==> src/rtl/int_pkg.sv <==
// Shared types and constants for the interrupt sequencer.
// Provides the FSM state encoding, default vector layout and a vector address helper.
package int_pkg;

   typedef enum logic [1:0] {
      IDLE    = 2'd0,
      REQ     = 2'd1,
      ACK     = 2'd2,
      SERVICE = 2'd3
   } state_t;

   localparam logic [31:0] DEF_VEC_BASE   = 32'h0000_0100;
   localparam logic [31:0] DEF_VEC_STRIDE = 32'h0000_0010;
   localparam int          CAUSE_W        = 2;

   function automatic logic [31:0] vec_addr(input logic [31:0]        base,
                                            input logic [31:0]        stride,
                                            input logic [CAUSE_W-1:0] idx);
      return base + (32'(idx) * stride);
   endfunction

endpackage

==> src/rtl/int_ctrl_if.sv <==
// Trap/acknowledge handshake between the interrupt sequencer and the core.
// master = sequencer side, slave = hazard/PC and controller side.
interface int_ctrl_if;
   import int_pkg::*;

   logic               i_irqEnable;
   logic               i_trapTaken;
   logic               i_mret;
   logic               o_trapReq;
   logic [31:0]        o_trapVec;
   logic [CAUSE_W-1:0] o_cause;
   logic               o_iack_n;
   logic               o_busy;

   modport master (
      input  i_irqEnable, i_trapTaken, i_mret,
      output o_trapReq, o_trapVec, o_cause, o_iack_n, o_busy
   );

   modport slave (
      output i_irqEnable, i_trapTaken, i_mret,
      input  o_trapReq, o_trapVec, o_cause, o_iack_n, o_busy
   );

endinterface

==> src/rtl/int_sync.sv <==
// Per-line 2-flop synchroniser; pending is the synced level (2 cycles), or with INT_EDGE_EN
// a sticky falling-edge flag (3 cycles) cleared by clr. No backpressure.
module int_sync #(
   parameter int NUM_IRQ = 3
) (
   input  logic               clk,
   input  logic               reset_x,
   input  logic [NUM_IRQ-1:0] oint_n,
`ifdef INT_EDGE_EN
   input  logic [NUM_IRQ-1:0] clr,
`endif
   output logic [NUM_IRQ-1:0] pending
);

   logic [NUM_IRQ-1:0] meta;
   logic [NUM_IRQ-1:0] sync;

   // Lines idle high, so the flops reset to the inactive level.
   always_ff @(posedge clk or negedge reset_x) begin
      if (!reset_x) begin
         meta <= '1;
         sync <= '1;
      end else begin
         meta <= oint_n;
         sync <= meta;
      end
   end

`ifdef INT_EDGE_EN
   logic [NUM_IRQ-1:0] dly;
   logic [NUM_IRQ-1:0] sticky;

   // A fresh edge on the same cycle as clr is kept, so it is not lost.
   always_ff @(posedge clk or negedge reset_x) begin
      if (!reset_x) begin
         dly    <= '1;
         sticky <= '0;
      end else begin
         dly    <= sync;
         sticky <= (sticky & ~clr) | (dly & ~sync);
      end
   end

   assign pending = sticky;
`else
   assign pending = ~sync;
`endif

endmodule

==> src/rtl/int_ctrl.sv <==
// Interrupt sequencer: sync + priority + REQ/ACK/SERVICE FSM (INT_EDGE_EN selects edge mode).
// Request 3 cycles after pin (4 in edge mode); o_trapReq held until i_trapTaken, new IRQs blocked until mret.
module int_ctrl
   import int_pkg::*;
#(
   parameter int          NUM_IRQ    = 3,
   parameter logic [31:0] VEC_BASE   = DEF_VEC_BASE,
   parameter logic [31:0] VEC_STRIDE = DEF_VEC_STRIDE,
   parameter int          ACK_CYCLES = 2
) (
   input  logic               clk,
   input  logic               reset_x,
   input  logic [NUM_IRQ-1:0] i_oint_n,
   int_ctrl_if.master         bus
);

   state_t             state, state_nxt;
   logic [3:0]         cnt, cnt_nxt;
   logic               trap_req_nxt, iack_n_nxt;
   logic [31:0]        vec_nxt;
   logic [CAUSE_W-1:0] cause_nxt, sel;
   logic [NUM_IRQ-1:0] pending_raw, pending, served;

   int_sync #(.NUM_IRQ(NUM_IRQ)) u_sync (
      .clk     (clk),
      .reset_x (reset_x),
      .oint_n  (i_oint_n),
`ifdef INT_EDGE_EN
      .clr     ((state == REQ && bus.i_trapTaken) ? served : '0),
`endif
      .pending (pending_raw)
   );

   // The latched line stays masked until the FSM is back in IDLE.
   always_comb begin
      served = '0;
      for (int i = 0; i < NUM_IRQ; i++) begin
         served[i] = (state != IDLE) && (bus.o_cause == CAUSE_W'(i));
      end
   end

   assign pending = pending_raw & ~served;

   always_comb begin
      sel = '0;
      for (int i = 0; i < NUM_IRQ; i++) begin
         if (pending[i]) sel = CAUSE_W'(i);
      end
   end

   always_comb begin
      state_nxt    = state;
      cnt_nxt      = cnt;
      trap_req_nxt = bus.o_trapReq;
      vec_nxt      = bus.o_trapVec;
      cause_nxt    = bus.o_cause;
      iack_n_nxt   = 1'b1;
      case (state)
         IDLE: begin
            if ((|pending) && bus.i_irqEnable) begin
               state_nxt    = REQ;
               trap_req_nxt = 1'b1;
               cause_nxt    = sel;
               vec_nxt      = vec_addr(VEC_BASE, VEC_STRIDE, sel);
            end
         end
         REQ: begin
            // A committed redirect beats a same-cycle enable drop.
            if (bus.i_trapTaken) begin
               state_nxt    = ACK;
               trap_req_nxt = 1'b0;
               cnt_nxt      = 4'(ACK_CYCLES - 1);
               iack_n_nxt   = 1'b0;
            end else if (!bus.i_irqEnable) begin
               state_nxt    = IDLE;
               trap_req_nxt = 1'b0;
            end
         end
         ACK: begin
            if (cnt == 4'd0) begin
               state_nxt = SERVICE;
            end else begin
               cnt_nxt    = cnt - 4'd1;
               iack_n_nxt = 1'b0;
            end
         end
         SERVICE: begin
            if (bus.i_mret) state_nxt = IDLE;
         end
         default: state_nxt = IDLE;
      endcase
   end

   always_ff @(posedge clk or negedge reset_x) begin
      if (!reset_x) begin
         state         <= IDLE;
         cnt           <= '0;
         bus.o_trapReq <= 1'b0;
         bus.o_trapVec <= '0;
         bus.o_cause   <= '0;
         bus.o_iack_n  <= 1'b1;
         bus.o_busy    <= 1'b0;
      end else begin
         state         <= state_nxt;
         cnt           <= cnt_nxt;
         bus.o_trapReq <= trap_req_nxt;
         bus.o_trapVec <= vec_nxt;
         bus.o_cause   <= cause_nxt;
         bus.o_iack_n  <= iack_n_nxt;
         bus.o_busy    <= (state_nxt != IDLE);
      end
   end

endmodule

==> src/flat_wrapper.sv <==
// flat-port wrapper written by rule: the top's interface ports become plain ports
module int_ctrl_flat import int_pkg::*;
#(
   parameter int          NUM_IRQ    = 3,
   parameter logic [31:0] VEC_BASE   = DEF_VEC_BASE,
   parameter logic [31:0] VEC_STRIDE = DEF_VEC_STRIDE,
   parameter int          ACK_CYCLES = 2
)
  (clk, reset_x, i_oint_n, bus_i_irqEnable, bus_i_trapTaken, bus_i_mret, bus_o_trapReq, bus_o_trapVec, bus_o_cause, bus_o_iack_n, bus_o_busy);
  int_ctrl_if bus_i ();
  input  logic clk;
  input  logic reset_x;
  input  logic [NUM_IRQ-1:0] i_oint_n;
  input wire logic [$bits(bus_i.i_irqEnable)-1:0] bus_i_irqEnable;
  input wire logic [$bits(bus_i.i_trapTaken)-1:0] bus_i_trapTaken;
  input wire logic [$bits(bus_i.i_mret)-1:0] bus_i_mret;
  output wire logic [$bits(bus_i.o_trapReq)-1:0] bus_o_trapReq;
  output wire logic [$bits(bus_i.o_trapVec)-1:0] bus_o_trapVec;
  output wire logic [$bits(bus_i.o_cause)-1:0] bus_o_cause;
  output wire logic [$bits(bus_i.o_iack_n)-1:0] bus_o_iack_n;
  output wire logic [$bits(bus_i.o_busy)-1:0] bus_o_busy;
  assign bus_i.i_irqEnable = bus_i_irqEnable;
  assign bus_i.i_trapTaken = bus_i_trapTaken;
  assign bus_i.i_mret = bus_i_mret;
  assign bus_o_trapReq = bus_i.o_trapReq;
  assign bus_o_trapVec = bus_i.o_trapVec;
  assign bus_o_cause = bus_i.o_cause;
  assign bus_o_iack_n = bus_i.o_iack_n;
  assign bus_o_busy = bus_i.o_busy;
  int_ctrl #(.NUM_IRQ(NUM_IRQ), .VEC_BASE(VEC_BASE), .VEC_STRIDE(VEC_STRIDE), .ACK_CYCLES(ACK_CYCLES)) u_core (.clk(clk), .reset_x(reset_x), .i_oint_n(i_oint_n), .bus(bus_i));
endmodule
==> config.mk <==
export PLATFORM = sky130hd
export DESIGN_NAME = int_ctrl_flat
export DESIGN_NICKNAME = d
export VERILOG_FILES = /design/src/rtl/int_pkg.sv /design/src/rtl/int_ctrl_if.sv /design/src/rtl/int_sync.sv /design/src/rtl/int_ctrl.sv /design/src/flat_wrapper.sv
export SDC_FILE = /design/constraint.sdc
export NUM_CORES = 1
export LEC_CHECK = 0
export BUFFER_PORTS_ARGS = -buffer_cell sky130_fd_sc_hd__buf_2
export CORE_MARGIN = 1
export CORE_UTILIZATION = 51
export DETAILED_ROUTE_END_ITERATION = 10
export PLACE_DENSITY = 0.83
export SLEW_MARGIN = 20
export SYNTH_ARGS = -nofsm -noshare
export SYNTH_HDL_FRONTEND = slang
export SYNTH_SLANG_ARGS = --single-unit
==> constraint.sdc <==
create_clock -name clk -period 3.55 [get_ports clk]
set_clock_uncertainty 0.1 [all_clocks]
set_input_delay 0.355 -clock clk [delete_from_list [all_inputs] [get_ports clk]]
set_output_delay 0.355 -clock clk [all_outputs]
set_load 0.02 [all_outputs]
==> results.py, run 1 <==
metrics = {
    "status": {
        "status": "finished, final reports clean",
    },
    "clocking": {
        "cts_setup_buffers": 0,
        "h-tree-depth": 1,
        "cts-buffers-inserted": 3,
        "clock_latency_ns": 0.29,
        "cts_buffer_depth": 2,
        "clock_sinks": 18,
        "ctsRootBufferMaster": "clkbuf_4",
        "cts.clk_slew.worst_paths_ns": 0.11,
        "cts_tree": "done",
    },
    "job": {
        "drv_cap": 0,
    },
    "synth": {
        "synth_top_cells_by_count": "31 x buf_4, 11 x dfrtp_1, 9 x inv_1, 7 x dfstp_2, 6 x ha_1",
        "ys_top_cells_by_area": "dfrtp_1 24%, buf_4 20%, dfstp_2 16%",
        "yosysUniqueCellTypes": 36,
        "seq_area_frac_synth": 0.404,
        "yosysWarnings": 0,
        "ys_async_sr_fraction": 1.00,
        "synth_cells": 116,
        "synth_ff_type": "dfrtp_1",
        "syn-mean-instance-area_um2": 9.80,
        "netlist.area_leader.share": 0.242,
        "yosys.area.top_type": "dfrtp_1",
        "synthesis.area_um2": 1140,
        "synth_seq_cells": 18,
        "synth.most_common_cell": "buf_4",
        "synth_enable_flop_cells": 0,
    },
    "global_routing": {
        "globalRouteMet3Util": 0.0312,
        "grt_pass1_wl_mm": 2.78,
        "grt_use_total": 0.154,
        "grt_pass1_vias": 715,
        "met1_usage": 0.164,
        "grt_util_met2": 0.258,
        "grt_antenna_before_repair": 0,
        "grt_max_degree": 19,
        "grt_busiest_layer": "met2",
        "grt_overflow": 0,
    },
    "routing": {
        "vias": 802,
        "drt-initial-drc-count": 33,
        "via_per_inst": 5.04,
        "routedWlPerCell_um": 11.4,
        "ant_nets": 0,
        "remaining_drc_errors": 0,
        "drt_pass1_iterations": 4,
        "routed_wl_mm": 1.81,
    },
    "critical_path": {
        "startpoint": "u_core.state[1]",
        "timing.rr.start": "u_core.state[1]",
        "path_class": "reg2reg",
        "r2r-end": "u_core.state[0]",
        "r2r_cells": 5,
        "cp-start-kind": "register",
        "r2r_slack_ns": 1.60,
        "worstSetupEndpoint": "u_core.state[0]",
        "critPathArrivalTime_ns": 2.04,
        "required_ns": 3.64,
        "path_max_fanout": 6,
        "endpoint_kind": "register",
    },
    "floorplanning": {
        "start_util": 0.563,
        "placementRows": 16,
        "placeableCoreArea_um2": 2020,
        "ios": 45,
        "die_h_um": 49.2,
        "die_w_um": 49.2,
        "die-area_um2": 2420,
    },
    "final_layout": {
        "post-route-util": 0.574,
        "nFillCells": 183,
        "drive_gt1_frac": 0.212,
        "final_nets": 147,
        "fin_area_um2": 1160,
        "syn_to_final_growth_pct": 1.98,
        "fin_cells": 159,
        "antenna_cells": 0,
    },
    "power": {
        "switching_share": 0.435,
        "p_comb_frac": 0.497,
        "powerDensity_nw_per_um2": 788,
        "p_seq_frac": 0.366,
        "max-vdd-ir-drop_mv": 0.421,
        "leakage_nw": 0.567,
        "clockPowerShare": 0.137,
        "p_int_mw": 0.517,
        "p_switching_mw": 0.397,
    },
    "placed_design": {
        "portBuffers": 15,
        "hpwl_mm": 1.36,
        "place_inst": 154,
        "gp_congestion": 0.835,
        "dpl-instance-area_um2": 1110,
    },
    "timing": {
        "relSlewSlack": 0.603,
        "fmax_mhz": 513,
        "final.min_clock_period_ns": 1.95,
        "report.final.slew_viol_count": 0,
        "hold_slack_ns": 0.0561,
        "fin_crit_sh": 0.549,
        "tns_ns": 0,
        "hold_viol": 0,
        "rsz0062_at_grt": "false",
        "setup_violations": 0,
        "tightest_slew_ns": 0.581,
    },
    "hold_path": {
        "worstHoldStart": "i_oint_n[2]",
        "hold_path.class": "in2reg",
    },
}
[how the worst min path moves through the flow]
stage	end	slack [ns]	cells after the start
2_1_floorplan	u_core.bus.o_busy	-0.04	0
3_3_place_gp	u_core.cnt[0]	0.19	1
4_1_cts	u_core.u_sync.meta[0]	0.05	1
6_report	u_core.u_sync.meta[2]	0.06	1
5_1_grt	u_core.u_sync.meta[0]	0.04	1
3_5_place_dp	u_core.cnt[1]	0.20	1
[cell type report]
cell class	instances	area, um2	area share
inverter	9	33.8	0.0291
tap	27	33.8	0.0291
multi-input combinational	85	512	0.441
sequential	18	459	0.396
clock buffer	4	36.3	0.0313
timing repair buffer	16	85.1	0.0734
[power groups by stage]
stage	logic (mW)	registers (mW)	clock network (mW)
finish	0.454	0.335	0.125
global route	0.498	0.344	0.134
CTS	0.451	0.333	0.127
detailed placement	0.447	0.338	0
global placement	0.429	0.332	0
floorplan	0.352	0.361	0
[registers in the layout (all words and copies together), names as in the netlist]
name / cells
u_core.state: 2
u_core.bus.o_iack_n: 1
u_core.cnt: 4
u_core.u_sync.meta: 3
u_core.bus.o_trapVec: 2
u_core.bus.o_trapReq: 1
u_core.bus.o_cause: 1
u_core.u_sync.sync: 3
u_core.bus.o_busy: 1
[layer usage]
layer	wire length (um)	up-vias
met5	0	-
met4	53	0
met3	135	8
met2	912	56
met1	710	368
li1	-	370
[through the flow]
step / power, mW / worst slack, ns
global route: 0.976 / 1.45
floorplan: 0.713 / 1.79
detailed placement: 0.785 / 1.65
CTS: 0.911 / 1.63
global placement: 0.762 / 1.73
finish: 0.914 / 1.60
[cell families (layout without fill, tap and decap cells)]
group | count (synthesis) | after routing | synth area share
AO/OA/AOI/OAI | 22 | 22 | 0.139
adder cells (fa/ha/maj) | 6 | 6 | 0.0660
buffers and inverters | 41 | 29 | 0.239
flip-flops | 18 | 18 | 0.404
multiplexers | 1 | 1 | 0.00880
other | 1 | 29 | 0.00330
AND/OR/NAND/NOR | 27 | 27 | 0.141
[cell usage in the layout, fill, tap and decap left out, types with 4 or more instances in the layout]
cell type and instances:
dfstp_2 7, dfrtp_1 11, ha_1 6, a21oi_1 4, nand2_1 5, buf_2 15
inv_1 9, nand3_1 4, conb_1 29, o21ai_0 4
[worst max-delay path, stage by stage, from the launching register on]
cell and delay, ns:
dfrtp_1 0.45, inv_1 0.12, ha_1 0.28, nor2b_4 0.16, a2111o_1 0.42, a221o_1 0.30
[what timing repair did]
action,CTS,global route
hold buffers,1,0
endpoints found under the hold margin,11,0
resized for setup,0,0
No activity file was read; power rests on OpenSTA's default activity.
==> inputs of run 2 (changes only) <==
ABC_AREA = 1   (was not set)
CORE_ASPECT_RATIO = 1.75   (was not set)
CORE_UTILIZATION = 47   (was 51)
PLACE_DENSITY = 0.78   (was 0.83)
clock period = 1.9 ns   (was 3.55 ns; I/O delays follow)
==> results.py, run 2 <==
metrics = {
    "floorplanning": {
        "placementRows": 23,
        "placeableCoreArea_um2": 2270,
        "die-area_um2": 2570,
        "ios": 45,
        "die_h_um": 66.3,
        "start_util": 0.489,
        "die_w_um": 38.8,
    },
    "final_layout": {
        "largest_reg_flops": 4,
        "layout_common_cells": "29 x nand2_1, 29 x conb_1, 18 x inv_1",
        "final_nets": 168,
        "fin_area_um2": 1190,
        "multi_input_area_um2": 457,
        "area.sequential_um2": 460,
        "drive_gt1_frac": 0.216,
        "nFillCells": 224,
        "reg.largest.list": "u_core.cnt (4), u_core.u_sync.meta (3), u_core.u_sync.sync (3)",
        "top_register": "u_core.cnt",
        "syn_to_final_growth_pct": 7.43,
        "post-route-util": 0.525,
        "antenna_cells": 0,
    },
    "synth": {
        "synth_cells": 132,
        "synth.most_common_cell": "buf_4",
        "ys_async_sr_fraction": 1.00,
        "synth_seq_cells": 18,
        "yosysWarnings": 0,
        "yosysUniqueCellTypes": 19,
        "ys_top_cells_by_area": "dfrtp_1 25%, buf_4 21%, dfstp_2 17%",
        "netlist.area_leader.share": 0.248,
        "yosys.area.top_type": "dfrtp_1",
        "synth_ff_type": "dfrtp_1",
        "synth_enable_flop_cells": 0,
        "seq_area_frac_synth": 0.413,
        "syn-mean-instance-area_um2": 8.42,
        "synthesis.area_um2": 1110,
        "synth_top_cells_by_count": "31 x buf_4, 29 x nand2_1, 18 x inv_1, 11 x dfrtp_1",
    },
    "critical_path": {
        "path_delay_family": "simple AND/OR/NAND/NOR gates",
        "worstPathCellList": "inv_1 -> ha_1 -> nor2_1 -> nand2_1 -> nand2_2 -> nand3_2 -> nand2_1 -> nand3_1 -> o21ai_0 -> nand2_1",
        "required_ns": 1.94,
        "r2r_slack_ns": 0.16,
        "path_class": "reg2reg",
        "r2r_cells": 10,
        "critPathArrivalTime_ns": 1.78,
        "crit_slowest_cell": "dfrtp_1",
        "endpoint_kind": "register",
        "path_max_fanout": 5,
        "slowest_delay_ns": 0.42,
        "timing.rr.start": "u_core.state[1]",
        "cp.buffers_inverters": 1,
        "r2r-end": "u_core.bus.o_busy",
        "cp_common_cell": "nand2_1",
        "cp-start-kind": "register",
    },
    "timing": {
        "setup_violations": 0,
        "rsz0062_at_grt": "false",
        "fin_ws_ns": 0.155,
        "report.final.slew_viol_count": 0,
        "hold_viol": 0,
        "fin_crit_sh": 0.918,
        "tns_ns": 0,
        "fmax_mhz": 573,
        "final.min_clock_period_ns": 1.74,
    },
    "clocking": {
        "cts.clk_slew.worst_paths_ns": 0.07,
        "clock_latency_ns": 0.25,
        "clock_sinks": 18,
        "ctsRootBufferMaster": "clkbuf_8",
        "cts-buffers-inserted": 3,
        "h-tree-depth": 1,
        "cts_buffer_depth": 2,
        "cts_tree": "done",
    },
    "global_routing": {
        "grt_util_met2": 0.300,
        "grt_max_degree": 19,
        "globalRouteMet3Util": 0.0303,
        "grt_overflow": 0,
        "grt_pass1_wl_mm": 2.88,
        "met1_usage": 0.153,
        "grt_use_total": 0.162,
        "grt_busiest_layer": "met2",
        "grt_pass1_vias": 736,
        "grt_antenna_before_repair": 0,
    },
    "routing": {
        "vias": 805,
        "drt_pass1_iterations": 4,
        "remaining_drc_errors": 0,
        "via_per_inst": 4.52,
        "routed_wl_mm": 1.78,
        "ant_nets": 0,
        "drt-initial-drc-count": 15,
        "routedWlPerCell_um": 9.99,
    },
    "power": {
        "leakage_nw": 0.669,
        "max-vdd-ir-drop_mv": 0.854,
        "powerDensity_nw_per_um2": 1430,
    },
    "hold_path": {
        "hold_path.class": "in2reg",
        "worstHoldStart": "bus_i_irqEnable",
        "min_to": "u_core.bus.o_trapVec[8]",
        "worstHoldPathCells": 3,
    },
    "placed_design": {
        "portBuffers": 15,
        "hpwl_mm": 1.29,
        "gp_congestion": 0.793,
        "dpl-instance-area_um2": 1090,
        "dp_slack_ns": 0.162,
    },
    "status": {
        "status": "finished, final reports clean",
    },
    "job": {
        "drv_cap": 0,
    },
}
[run 2: cells by family (layout without fill, tap and decap cells)]
logic type,count (synthesis),after routing,share of synthesized area
AOI/OAI and AO/OA,11,11,0.0552
buffers and inverters,49,42,0.270
adders and majority gates,6,6,0.0676
and+or+nand+nor,47,47,0.190
other,1,29,0.00338
DFF,18,18,0.413
[run 2: repair_timing]
action	4_1_cts	5_1_grt
hold endpoints to repair	14	0
endpoints found under the setup margin	0	1
buffers inserted	0	1
gates resized for setup	0	1
hold buffers	4	0
[run 2: per-layer routing]
| layer | share of wire | wire length (um) |
|---|---|---|
| met5 | 0 | 0 |
| met3 | 0.054 | 96 |
| met1 | 0.35 | 617 |
| met4 | 0.025 | 44 |
| met2 | 0.57 | 1020 |
[run 2: power by group]
group          leakage (nW)  switching [mW]  total (mW)  internal [mW]
registers             0.207          0.0780       0.588          0.510
logic                 0.433           0.544       0.814          0.270
clock network        0.0288           0.126       0.310          0.184
total                 0.669           0.748        1.71          0.964
[run 2: layout make-up]
type                       count  share of cell area
multi-input combinational     93               0.383
clock buffer                   4              0.0461
sequential                    18               0.386
tap                           25              0.0262
timing repair buffer          20               0.103
inverter                      18              0.0566
[run 2: worst max-delay path by stage]
| stage | end | slack, ns | startpoint | cells past startpoint |
|---|---|---|---|---|
| CTS | u_core.bus.o_busy | 0.13 | u_core.state[0] | 10 |
| finish | u_core.bus.o_busy | 0.16 | u_core.state[1] | 10 |
| floorplan | u_core.bus.o_busy | 0.35 | u_core.state[0] | 10 |
| detailed placement | u_core.bus.o_busy | 0.16 | u_core.state[0] | 10 |
| global placement | u_core.bus.o_busy | 0.25 | u_core.state[0] | 10 |
| global route | u_core.bus.o_busy | 0.009 | u_core.state[1] | 10 |
[run 2: through the flow]
step	power [mW]	hold WS [ns]	cells
final	1.71	0.173	178
after global routing	1.86	0.216	178
after CTS	1.71	0.172	177
after detailed placement	1.37	0.0398	169
after global placement	1.33	0.0319	169
after floorplan	1.25	-0.206	160
[run 2: tightest hold or removal path, stage by stage]
cell and delay [ns]:
buf_2 0.12, nand3_2 0.12, nand2_1 0.06
